### src/rtl/ex_muldiv_iter.sv
// Iterative 1-bit/cycle multiply/divide unit for HI/LO; result laid out {hi,lo}.
// Define MULDIV_MADD_EN to build the MADD/MSUB accumulate path (ACC state).
module ex_muldiv_iter #(
   parameter int unsigned DATA_W = 32
) (
   input  logic                  clk,
   input  logic                  rst,
   input  logic                  start_i,
   input  logic [2:0]            op_i,
   input  logic [DATA_W-1:0]     opdata1_i,
   input  logic [DATA_W-1:0]     opdata2_i,
   input  logic [DATA_W-1:0]     hi_i,
   input  logic [DATA_W-1:0]     lo_i,
   input  logic                  annul_i,
   output logic [2*DATA_W-1:0]   result_o,
   output logic                  ready_o,
   output logic                  busy_o
);

   localparam int unsigned CW = $clog2(DATA_W) + 1;
   localparam logic [CW-1:0] LAST = CW'(DATA_W - 1);

   typedef enum logic [2:0] {
      IDLE   = 3'd0,
      BYZERO = 3'd1,
      RUN    = 3'd2,
      DONE   = 3'd3
`ifdef MULDIV_MADD_EN
      , ACC  = 3'd4
`endif
   } state_e;

   state_e                state_q, state_d;
   logic [CW-1:0]         cnt_q, cnt_d;
   logic [DATA_W-1:0]     a_q, a_d;
   logic [2*DATA_W-1:0]   p_q, p_d;
   logic [2*DATA_W-1:0]   res_q, res_d;
   logic                  div_q, div_d;
   logic                  neg_q, neg_d;
   logic                  s1_q, s1_d;
`ifdef MULDIV_MADD_EN
   logic [2*DATA_W-1:0]   acc_q, acc_d;
   logic                  madd_q, madd_d;
   logic                  sub_q, sub_d;
`else
   logic                  unused_acc_in;
   assign unused_acc_in = ^{hi_i, lo_i};
`endif

   logic [DATA_W-1:0]     p_hi, p_lo, step_hi, step_lo, fix_hi, fix_lo;
   logic [DATA_W:0]       mul_sum, div_shift, div_diff;
   logic                  div_ge;
   logic [2*DATA_W-1:0]   step, step_neg, fixed;
   logic                  sgn, s1, s2;
   logic [DATA_W-1:0]     m1, m2;

   // Shared datapath: p holds {partial product} for mul, {remainder, quotient} for div.
   always_comb begin
      p_hi      = p_q[2*DATA_W-1:DATA_W];
      p_lo      = p_q[DATA_W-1:0];
      mul_sum   = {1'b0, p_hi} + (p_lo[0] ? {1'b0, a_q} : '0);
      div_shift = {p_hi, p_lo[DATA_W-1]};
      div_diff  = div_shift - {1'b0, a_q};
      div_ge    = (div_shift >= {1'b0, a_q});
      if (div_q) begin
         step_hi = div_ge ? div_diff[DATA_W-1:0] : div_shift[DATA_W-1:0];
         step_lo = {p_lo[DATA_W-2:0], div_ge};
      end else begin
         step_hi = mul_sum[DATA_W:1];
         step_lo = {mul_sum[0], p_lo[DATA_W-1:1]};
      end
      step     = {step_hi, step_lo};
      step_neg = -step;
      fix_hi   = s1_q  ? -step_hi : step_hi;
      fix_lo   = neg_q ? -step_lo : step_lo;
      if (div_q) fixed = {fix_hi, fix_lo};
      else       fixed = neg_q ? step_neg : step;
   end

   always_comb begin
      sgn = ~op_i[0];
      s1  = sgn & opdata1_i[DATA_W-1];
      s2  = sgn & opdata2_i[DATA_W-1];
      m1  = s1 ? -opdata1_i : opdata1_i;
      m2  = s2 ? -opdata2_i : opdata2_i;
   end

   always_comb begin
      state_d = state_q;
      cnt_d   = cnt_q;
      a_d     = a_q;
      p_d     = p_q;
      res_d   = res_q;
      div_d   = div_q;
      neg_d   = neg_q;
      s1_d    = s1_q;
`ifdef MULDIV_MADD_EN
      acc_d   = acc_q;
      madd_d  = madd_q;
      sub_d   = sub_q;
`endif
      ready_o = 1'b0;
      busy_o  = 1'b0;

      case (state_q)
         IDLE: begin
            if (start_i && !annul_i) begin
               busy_o = 1'b1;
               res_d  = '0;
               cnt_d  = '0;
               s1_d   = s1;
               neg_d  = s1 ^ s2;
               div_d  = (op_i[2:1] == 2'b01);
               if (op_i[2:1] == 2'b01) begin
                  a_d = m2;
                  p_d = {{DATA_W{1'b0}}, m1};
               end else begin
                  a_d = m1;
                  p_d = {{DATA_W{1'b0}}, m2};
               end
               if (op_i[2]) begin
`ifdef MULDIV_MADD_EN
                  acc_d   = {hi_i, lo_i};
                  madd_d  = 1'b1;
                  sub_d   = op_i[1];
                  state_d = RUN;
`else
                  state_d = DONE;
`endif
               end else begin
`ifdef MULDIV_MADD_EN
                  madd_d = 1'b0;
`endif
                  if (op_i[1] && opdata2_i == '0) state_d = BYZERO;
                  else                            state_d = RUN;
               end
            end
         end
         BYZERO: begin
            busy_o  = 1'b1;
            res_d   = '0;
            state_d = DONE;
         end
         RUN: begin
            busy_o = 1'b1;
            p_d    = step;
            cnt_d  = cnt_q + CW'(1);
            if (cnt_q == LAST) begin
`ifdef MULDIV_MADD_EN
               if (madd_q) begin
                  p_d     = fixed;
                  state_d = ACC;
               end else begin
                  res_d   = fixed;
                  state_d = DONE;
               end
`else
               res_d   = fixed;
               state_d = DONE;
`endif
            end
         end
`ifdef MULDIV_MADD_EN
         ACC: begin
            busy_o  = 1'b1;
            res_d   = sub_q ? (acc_q - p_q) : (acc_q + p_q);
            state_d = DONE;
         end
`endif
         DONE: begin
            ready_o = 1'b1;
            state_d = IDLE;
         end
         default: state_d = IDLE;
      endcase

      // Flush overrides everything, including the DONE pulse.
      if (annul_i) begin
         state_d = IDLE;
         res_d   = '0;
         ready_o = 1'b0;
      end
   end

   always_ff @(posedge clk) begin
      if (rst) begin
         state_q <= IDLE;
         cnt_q   <= '0;
         a_q     <= '0;
         p_q     <= '0;
         res_q   <= '0;
         div_q   <= 1'b0;
         neg_q   <= 1'b0;
         s1_q    <= 1'b0;
`ifdef MULDIV_MADD_EN
         acc_q   <= '0;
         madd_q  <= 1'b0;
         sub_q   <= 1'b0;
`endif
      end else begin
         state_q <= state_d;
         cnt_q   <= cnt_d;
         a_q     <= a_d;
         p_q     <= p_d;
         res_q   <= res_d;
         div_q   <= div_d;
         neg_q   <= neg_d;
         s1_q    <= s1_d;
`ifdef MULDIV_MADD_EN
         acc_q   <= acc_d;
         madd_q  <= madd_d;
         sub_q   <= sub_d;
`endif
      end
   end

   assign result_o = res_q;

endmodule

### config.mk
export PLATFORM = sky130hd
export DESIGN_NAME = ex_muldiv_iter
export DESIGN_NICKNAME = d
export VERILOG_FILES = /design/src/rtl/ex_muldiv_iter.sv
export SDC_FILE = /design/constraint.sdc
export NUM_CORES = 1
export LEC_CHECK = 0
export CAP_MARGIN = 5
export CORE_MARGIN = 1
export CORE_UTILIZATION = 50
export DETAILED_ROUTE_END_ITERATION = 12
export PLACE_DENSITY = 0.76
export SKIP_CTS_REPAIR_TIMING = 1
export SLEW_MARGIN = 30
export SYNTH_ARGS = -nofsm -noshare
export SYNTH_HDL_FRONTEND = slang
export SYNTH_SLANG_ARGS = --single-unit
### constraint.sdc
create_clock -name clk -period 4.6 [get_ports clk]
set_input_delay 0.46 -clock clk [delete_from_list [all_inputs] [get_ports clk]]
set_output_delay 0.46 -clock clk [all_outputs]
set_load 0.01 [all_outputs]
# Yosys cells after proc, flatten, opt, wreduce, memory -nomap -nowiden
# Cells that the tools add are included.
[totals] regBits=172 word_cells=69 output_inout_bits=66 input_bits=135
[op_classes] n_mux=28 add_sub_neg=8 n_bitwise=4 reduce_logical=13 n_eq_ne=7 magnitude_cmp=1
[op_table] operator="$mux 32" n=10
[op_table] operator="$mux 64" n=5
[op_table] operator="$pmux 64 s3" n=1
[op_table] operator="$neg 32->32" n=4
[op_table] operator="$pmux 64 s2" n=1
[op_table] operator="$neg 64->64" n=1
[op_table] operator="$add 32x32->33" n=1
[op_table] operator="$ge 33x32->1" n=1
[op_table] operator="$logic_not 32->1" n=1
[op_table] operator="$sub 32x32->32" n=1
[op_table] operator="$pmux 6 s2" n=1
[op_table] operator="$pmux 3 s3" n=1
[op_table] operator="$add 6x1->6 const B" n=1
[op_table] operator="$eq 3x2->1 const B" n=2
[op_table] operator="$eq 6x5->1 const B" n=1
[op_table] operator="$mux 3" n=2
[op_table] operator="$mux 6" n=1
[op_table] operator="$reduce_and 2->1" n=3
[op_table] operator="$mux 2" n=2
[op_table] operator="$ne 2x2->1 const B" n=2
[op_table] operator="$reduce_or 2->1" n=2
[op_table] operator="$eq 3x1->1 const B" n=1
[op_table] operator="$logic_not 3->1" n=1
[op_table] operator="$mux 1" n=3
[op_table] operator="10 further kinds" n=12

# Longest topological paths before layout
# Gate-level depths: netlist (run 1).
[depth] word_depth=8 ltp_mapped=23 mapped_depth_nobuf=20

# Least setup slack after synthesis (run 1)
# No wires, ideal clock.
[synth_path] kind="reg-to-reg" start="reg div_q" end="reg res_q[58] (netlist: result_o[58])" path_stages_with_launch=21 required_time_ps=4483 path_buffers=8 path_slack_ps=-288 arrival_time_ps=4771 period_less_slack_ps=4888 setup_ps=117 path_cell_list="dfxtp_1 > clkbuf_1 > clkbuf_1 > buf_2 > buf_1 > buf_2 > buf_2 > buf_2 > buf_1 > mux2i_1 > ha_1 > o21ai_0 > nor3_1 > nand3_1 > nand2b_1 > nor4_1 > a21o_1 > o2111ai_1 > a21oi_1 > mux2i_1 > nand2_1"
[synth_via] elab_chain_len=6 word_cells_on_any_way=9 classes_between="add/sub: 2; mux: 7"
[synth_lines] element="start, declared" line="38" source="logic div_q, div_d;"
[synth_lines] element="start signal, assigned" line="206" source="div_q <= div_d;"
[synth_lines] element="$mux 32" line="65" source="if (div_q) begin"
[synth_lines] element="$neg 64->64 / $neg 32->32 (equally long branches)" line="73, 74"
[synth_lines] element="$mux 64 / $mux 32 (equally long branches)" line="77, 74"
[synth_lines] element="$mux 64 (*)" line="76" source="if (div_q) fixed = {fix_hi, fix_lo};"
[synth_lines] element="$mux 64 (*)" line="148" source="if (cnt_q == LAST) begin"
[synth_lines] element="$pmux 64 s3 (*)" line="105" source="case (state_q)"
[synth_lines] element="end signal, assigned" line="205" source="res_q <= res_d;"
[synth_lines] element="end, declared" line="37" source="logic [2*DATA_W-1:0] res_q, res_d;"
# Mark *: on every way between the ends. The rest lies on a longest branch, timed or not. The select of a mux whose other input is x is not followed.
# A chain may end at the register's enable or synchronous reset.

# Worst setup path after layout (run 1)
[layout_path] start="reg p_q[41]" end="reg res_q[52] (netlist: result_o[52])"
[layout_via] elab_chain_len=8 word_cells_on_any_way=13 classes_between="add/sub: 4; order compare: 1; mux: 8"
[layout_lines] element="start, declared" line="36" source="logic [2*DATA_W-1:0] p_q, p_d;"
[layout_lines] element="start signal, assigned" line="204" source="p_q <= p_d;"
[layout_lines] element="$sub 32x32->32 / $ge 33x32->1 (equally long branches)" line="63, 64"
[layout_lines] element="$mux 32" line="66" source="step_hi = div_ge ? div_diff[DATA_W-1:0] : div_shift[DATA_W-1:0];"
[layout_lines] element="$mux 32" line="65"
[layout_lines] element="$neg 64->64 / $neg 32->32 (equally long branches)" line="73, 74"
[layout_lines] element="$mux 64 / $mux 32 (equally long branches)" line="77, 74"
[layout_lines] element="$mux 64 (*)" line="76"
[layout_lines] element="$mux 64 (*)" line="148"
[layout_lines] element="$pmux 64 s3 (*)" line="105"
# Marks and branches as above.

==> out/results.ini, run 1 <==
[min_path]
min_path_type=flop to flop

[routing]
wl_per_cell_um=20.79
vias=17510
via_per_inst=6.299
drt_iter0_drc=1815
ant_nets=0
dr.pass1.iters=6
drc=0
wirelength_um=57800

[power]
vdd_drop_max_uv=250.5
finalPower_mw=4.675
p_leak_nw=7.418
powerDensity_nw_per_um2=248.2

[synthesis]
synth.cell_area_um2=15420
synth_fp_nets=2383
synthSimpleGateAreaFrac=0.2533
synth_compound_area_frac=0.2935
synth_top_family_by_area=compound AO/OA/AOI/OAI gates
synth_edf_count=0
yosys_warnings=0
muxShareOfSynthArea=0.03076
ys.flop_type=dfxtp_1
synth.avg_cell_area_um2=7.092
synthAdderAreaFrac=0.06102
syn-instance-count=2174
synth_xor_area_frac=0.08464
seq_area_frac_synth=0.2220
synthArstFlopShare=0
synth_seq_cells=171
synth_cell_type_count=95

[worst_setup_path]
crit_slowest_cell=or3_1
cp_data_arrival_time_ns=4.84
slowest_delay_ns=0.42
worstSetupEndpointType=flop
path_class=flop to flop
worstPathMaxFanout=6
cpMostUsedCell=buf_4
startpoint_type=flop
worstPathCellList=ha_1 -> buf_4 -> nand2_1 -> or3_1 -> a211o_1 -> o211ai_1 -> buf_4 -> a211oi_1 -> a311o_2 -> buf_4 -> or3_4 -> nor4_4 -> buf_4 -> nand4_1 -> a21oi_2 -> xor2_1 -> o21ai_1
cp.required_ns=4.93

[timing]
max_clock_freq_ghz=0.2216
tightestPinTransition_ns=0.8659
slew_viol_final=0
fin_ws_ns=0.08800
maxSlewHeadroom=0.4227
fin_crit_sh=0.9809
hold_violations=0
fin_skew_ns=0.01922
setup_viol=0
post-route-min-period_ns=4.512

[clock_tree]
clk_pin_slew_ns=0.07
clk_latency_ns=0.45
cts-root-buf=clkbuf_16
clock_sinks=171
cts_tree=done
cts_buffers=17
htree_num_levels=4
clock_path_buffers=2

[global_route]
grt_pass1_vias=16080
grt_pass1_wl_um=87690
grt.met3_usage=0.04284
grtUsageTotal=0.3604
met2_usage=0.5731
grt_start_max_net_pins=104
antenna_found_initial=0
met1_usage=0.4568
grt_busiest_layer=met2
overflow=0

[placed_design]
dpl.hpwl_um=44430
io_buffers=136
gp_congestion=1.065
pre_cts_ws_ns=0.07571
placed_area_um2=18060

[finish]
seq_area_um2=3432
synthToLayoutAreaGrowth_pct=22.16
drive_gt1_frac=0.1238
final_util=0.6288
fin_area_um2=18840
final_nets=2586
nFillCells=2787
multiInputGateArea_um2=11330
diodes=0

[die]
die_w_um=177.6
start_util=0.5147
fp.dieArea_um2=31540
num_io_pins=201
core_region_area_um2=29950
die_h_um=177.6
rows=63

[status]
outcome=complete, no violations

[run]
cap_violations=0

==> where the power goes <==
part           leakage (nW)  total [mW]  internal, mW  switching [mW]
logic                  5.76        1.66         0.623            1.03
registers              1.39        1.59          1.53          0.0576
clock network         0.273        1.43         0.718           0.709
==> logic make-up (layout without fill, tap and decap cells) <==
family          Yosys count  in the layout
mux                      47             47
xor+xnor                149            149
simple gates            837            837
flops                   171            171
buf+inv                 212            427
compound gates          684            685
fa+ha+maj                74             74
==> routing by layer <==
metal  share of wire  routed length [µm]
met4           0.068                3958
met1            0.41               23840
met3           0.077                4445
met5               0                   0
met2            0.44               25570
==> final cells by class <==
class | instances | area share
inverter | 78 | 0.01554
clock inverter | 13 | 0.006709
sequential | 171 | 0.1822
multi-input combinational | 1792 | 0.6013
tap | 390 | 0.02591
timing repair buffer | 317 | 0.1453
clock buffer | 19 | 0.02298
==> sequential cells by signal (all words and copies together), names as in the netlist <==
register	count
p_q	64
neg_q	1
state_q	2
cnt_q	6
div_q	1
a_q	32
s1_q	1
result_o	64
==> stage by stage <==
stage	hold WS (ns)	TNS, ns	cells
after detailed placement	0.4407	0	2738
after global placement	0.4364	0	2738
final	0.4525	0	2780
after CTS	0.4510	0	2770
after floorplan	0.4403	0	2174
after global routing	0.4756	-0.2760	2780
==> synth_stat cells, drive strengths merged, types with 14 or more instances <==
| cell | count | share of area |
|---|---|---|
| nand2b | 17 | 0.0069 |
| clkbuf | 101 | 0.025 |
| a211oi | 46 | 0.023 |
| mux2i | 44 | 0.029 |
| and2 | 39 | 0.016 |
| nor3 | 58 | 0.019 |
| nand3 | 58 | 0.019 |
| nor4 | 20 | 0.010 |
| xnor2 | 80 | 0.045 |
| buf | 33 | 0.011 |
| nor2b | 14 | 0.0057 |
| nand4 | 20 | 0.0085 |
| o211ai | 27 | 0.013 |
| a21o | 33 | 0.017 |
| inv | 77 | 0.019 |
| o21ai | 110 | 0.036 |
| o31ai | 16 | 0.0078 |
| xor2 | 69 | 0.039 |
| or3 | 15 | 0.0064 |
| nand2 | 309 | 0.075 |
| a21oi | 231 | 0.075 |
| o21a | 19 | 0.0093 |
| a31oi | 17 | 0.0083 |
| a22oi | 65 | 0.032 |
| and3 | 20 | 0.0081 |
| ha | 72 | 0.058 |
| dfxtp | 171 | 0.22 |
| nor2 | 221 | 0.054 |
==> final timing paths <==
kind | startpoint | to | slack (ns) | cells past startpoint
setup / recovery | p_q[41]$_SDFFE_PP0P_ | result_o[52]$_SDFFE_PP0P_ | 0.09 | 17
hold / removal | result_o[60]$_SDFFE_PP0P_ | result_o[60]$_SDFFE_PP0P_ | 0.45 | 2
setup reg to reg | p_q[41]$_SDFFE_PP0P_ | result_o[52]$_SDFFE_PP0P_ | 0.09 | 17
hold reg to reg | result_o[60]$_SDFFE_PP0P_ | result_o[60]$_SDFFE_PP0P_ | 0.45 | 2
==> worst max-delay path: cells and delay by family (launching register included) <==
family	cells	cell delay [ns]
simple gates	5	1.30
flops	1	0.38
buf+inv	4	0.75
xor+xnor	1	0.24
fa+ha+maj	1	0.33
compound gates	6	1.39
==> cells in the final DEF, fill, tap and decap left out, types with 20 or more instances in the layout <==
cell type        instances
ha_1                    68
nand3_1                 57
nor3_1                  56
inv_1                   77
buf_4                  179
and2_1                  38
nand2_1                308
a22oi_1                 64
a21o_1                  32
dfxtp_1                166
clkdlybuf4s50_1        135
o21ai_0                 90
and3_1                  20
xor2_1                  69
xnor2_1                 80
a211oi_1                42
nor2_1                 220
a21oi_1                225
o211ai_1                27
mux2i_1                 44
No activity file was read; power rests on OpenSTA's default activity.
==> run 2: changes to the inputs <==
--- a/config.mk
+++ b/config.mk
@@ -10,6 +10,7 @@
 export CORE_UTILIZATION = 50
 export DETAILED_ROUTE_END_ITERATION = 12
 export PLACE_DENSITY = 0.76
+export RECOVER_POWER = 50
 export SKIP_CTS_REPAIR_TIMING = 1
 export SLEW_MARGIN = 30
 export SYNTH_ARGS = -nofsm -noshare
==> out/results.ini, run 2 (synthesis results as in run 1) <==
[placed_design]
dpl.hpwl_um=44430  ; unchanged
io_buffers=136  ; unchanged
placed_cells=2738  ; unchanged
gp_congestion=1.065  ; unchanged
placed_area_um2=18060  ; unchanged
pre_cts_ws_ns=0.07571  ; unchanged

[routing]
drc=0  ; unchanged
vias=17480  ; was 17510
via_per_inst=6.286  ; was 6.299
drt_iter0_drc=1849  ; was 1815
wl_per_cell_um=20.79  ; about the same
ant_nets=0  ; unchanged
dr.pass1.iters=7  ; was 6
wirelength_um=57810  ; was 57800 µm

[worst_setup_path]
crit_family=compound AO/OA/AOI/OAI gates  ; unchanged
path_class=flop to flop  ; unchanged
crit_buf_inv=4  ; unchanged
worstPathMaxFanout=6  ; unchanged
worstSetupEndpointType=flop  ; unchanged
worstPathCellList=ha_1 -> buf_4 -> nand2_1 -> or3_1 -> a211o_1 -> o211ai_1 -> buf_4 -> a211oi_1 -> a311o_2 -> buf_4 -> or3_4 -> nor4_4 -> buf_4 -> nand4_1 -> a21oi_2 -> xor2_1 -> o21ai_1  ; unchanged
cp_data_arrival_time_ns=4.85  ; was 4.84 ns
crit_slowest_cell=or3_1  ; unchanged
r2r_slack_ns=0.08  ; was 0.09 ns
startpoint_type=flop  ; unchanged
cp.required_ns=4.93  ; about the same
cpMostUsedCell=buf_4  ; unchanged
slowest_delay_ns=0.42  ; about the same

[global_route]
antenna_found_initial=0  ; unchanged
grtUsageTotal=0.3604  ; unchanged
grt_pass1_vias=16080  ; unchanged
grt_pass1_wl_um=87690  ; unchanged
overflow=0  ; unchanged
grt_start_max_net_pins=104  ; unchanged

[status]
outcome=finished, violations left  ; was complete, no violations
violations=max-capacitance violations, max-slew violations

[timing]
setup_viol=0  ; unchanged
tightestPinTransition_ns=2.615  ; was 0.8659 ns
maxSlewHeadroom=-0.7617  ; was 0.4227
fin_skew_ns=0.01740  ; was 0.01922 ns
fin_ws_ns=0.08171  ; was 0.08800 ns
fin_crit_sh=0.9822  ; was 0.9809
post-route-min-period_ns=4.518  ; was 4.512 ns
hold_violations=0  ; unchanged
max_clock_freq_ghz=0.2213  ; was 0.2216 GHz
slew_viol_final=95  ; was 0
final.setup.tns_ns=0  ; unchanged
whs_ns=0.4496  ; was 0.4525 ns

[finish]
layout_common_cells=308 x nand2_1, 225 x a21oi_1, 220 x nor2_1  ; unchanged
layout_commonest_cell=nand2_1  ; unchanged
final_util=0.6275  ; was 0.6288
layout.cells.non_filler=2780  ; unchanged
drive_gt1_frac=0.1213  ; was 0.1238
diodes=0  ; unchanged
synthToLayoutAreaGrowth_pct=21.91  ; was 22.16%
final_nets=2586  ; unchanged
fin_area_um2=18800  ; was 18840 µm²

[clock_tree]
cts_buffers=17  ; unchanged
clk_pin_slew_ns=0.07  ; about the same
cts_tree=done  ; unchanged
htree_num_levels=4  ; unchanged
clock_path_buffers=2  ; unchanged
clock_sinks=171  ; unchanged
clk_latency_ns=0.45  ; about the same
cts-root-buf=clkbuf_16  ; unchanged

[power]
powerDensity_nw_per_um2=248.2  ; about the same
vdd_drop_max_uv=250.5  ; about the same
p_leak_nw=7.630  ; was 7.418 nW
finalPower_mw=4.665  ; was 4.675 mW

[die]
fp.dieArea_um2=31540  ; unchanged
die_h_um=177.6  ; unchanged
rows=63  ; unchanged
start_util=0.5147  ; unchanged
core_region_area_um2=29950  ; unchanged
num_io_pins=201  ; unchanged
die_w_um=177.6  ; unchanged

[min_path]
min_path_type=flop to flop  ; unchanged

[run]
cap_violations=3  ; was 0

-- run 2: worst paths after layout --
path | startpoint | end | depth (start not counted)
worst max-delay path | p_q[41]$_SDFFE_PP0P_ | result_o[52]$_SDFFE_PP0P_ | 17
worst min-delay path | result_o[60]$_SDFFE_PP0P_ | result_o[60]$_SDFFE_PP0P_ | 2
worst max register to register | p_q[41]$_SDFFE_PP0P_ | result_o[52]$_SDFFE_PP0P_ | 17
worst min register to register | result_o[60]$_SDFFE_PP0P_ | result_o[60]$_SDFFE_PP0P_ | 2
-- run 2: tightest hold or removal path: stages (launching register included) --
cell	delay, ns
dfxtp_1	0.31
nand2_1	0.05
o21ai_1	0.05
-- run 2: layer usage --
metal	global-route usage	part of all wire	vias to the layer above
met5	0	0	-
li1	-	-	8233
met3	0.04284	0.074	196
met1	0.4568	0.41	8180
met2	0.5731	0.44	867
met4	0.2418	0.069	0
-- run 2: layout make-up --
class,count,area (µm²)
multi-input cells,1792,11310
repair buffers,317,2718
well taps,390,488.0
clock buffers,19,432.9
inverters,78,292.8
fillers,2801,11160
flip-flops and latches,171,3432
clock inverters,13,126.4
-- run 2: where the power goes --
group	internal [mW]	switching [mW]	leakage, nW
clock network	0.718	0.709	0.273
registers	1.53	0.0576	1.39
logic	0.619	1.03	5.97
total	2.87	1.80	7.63
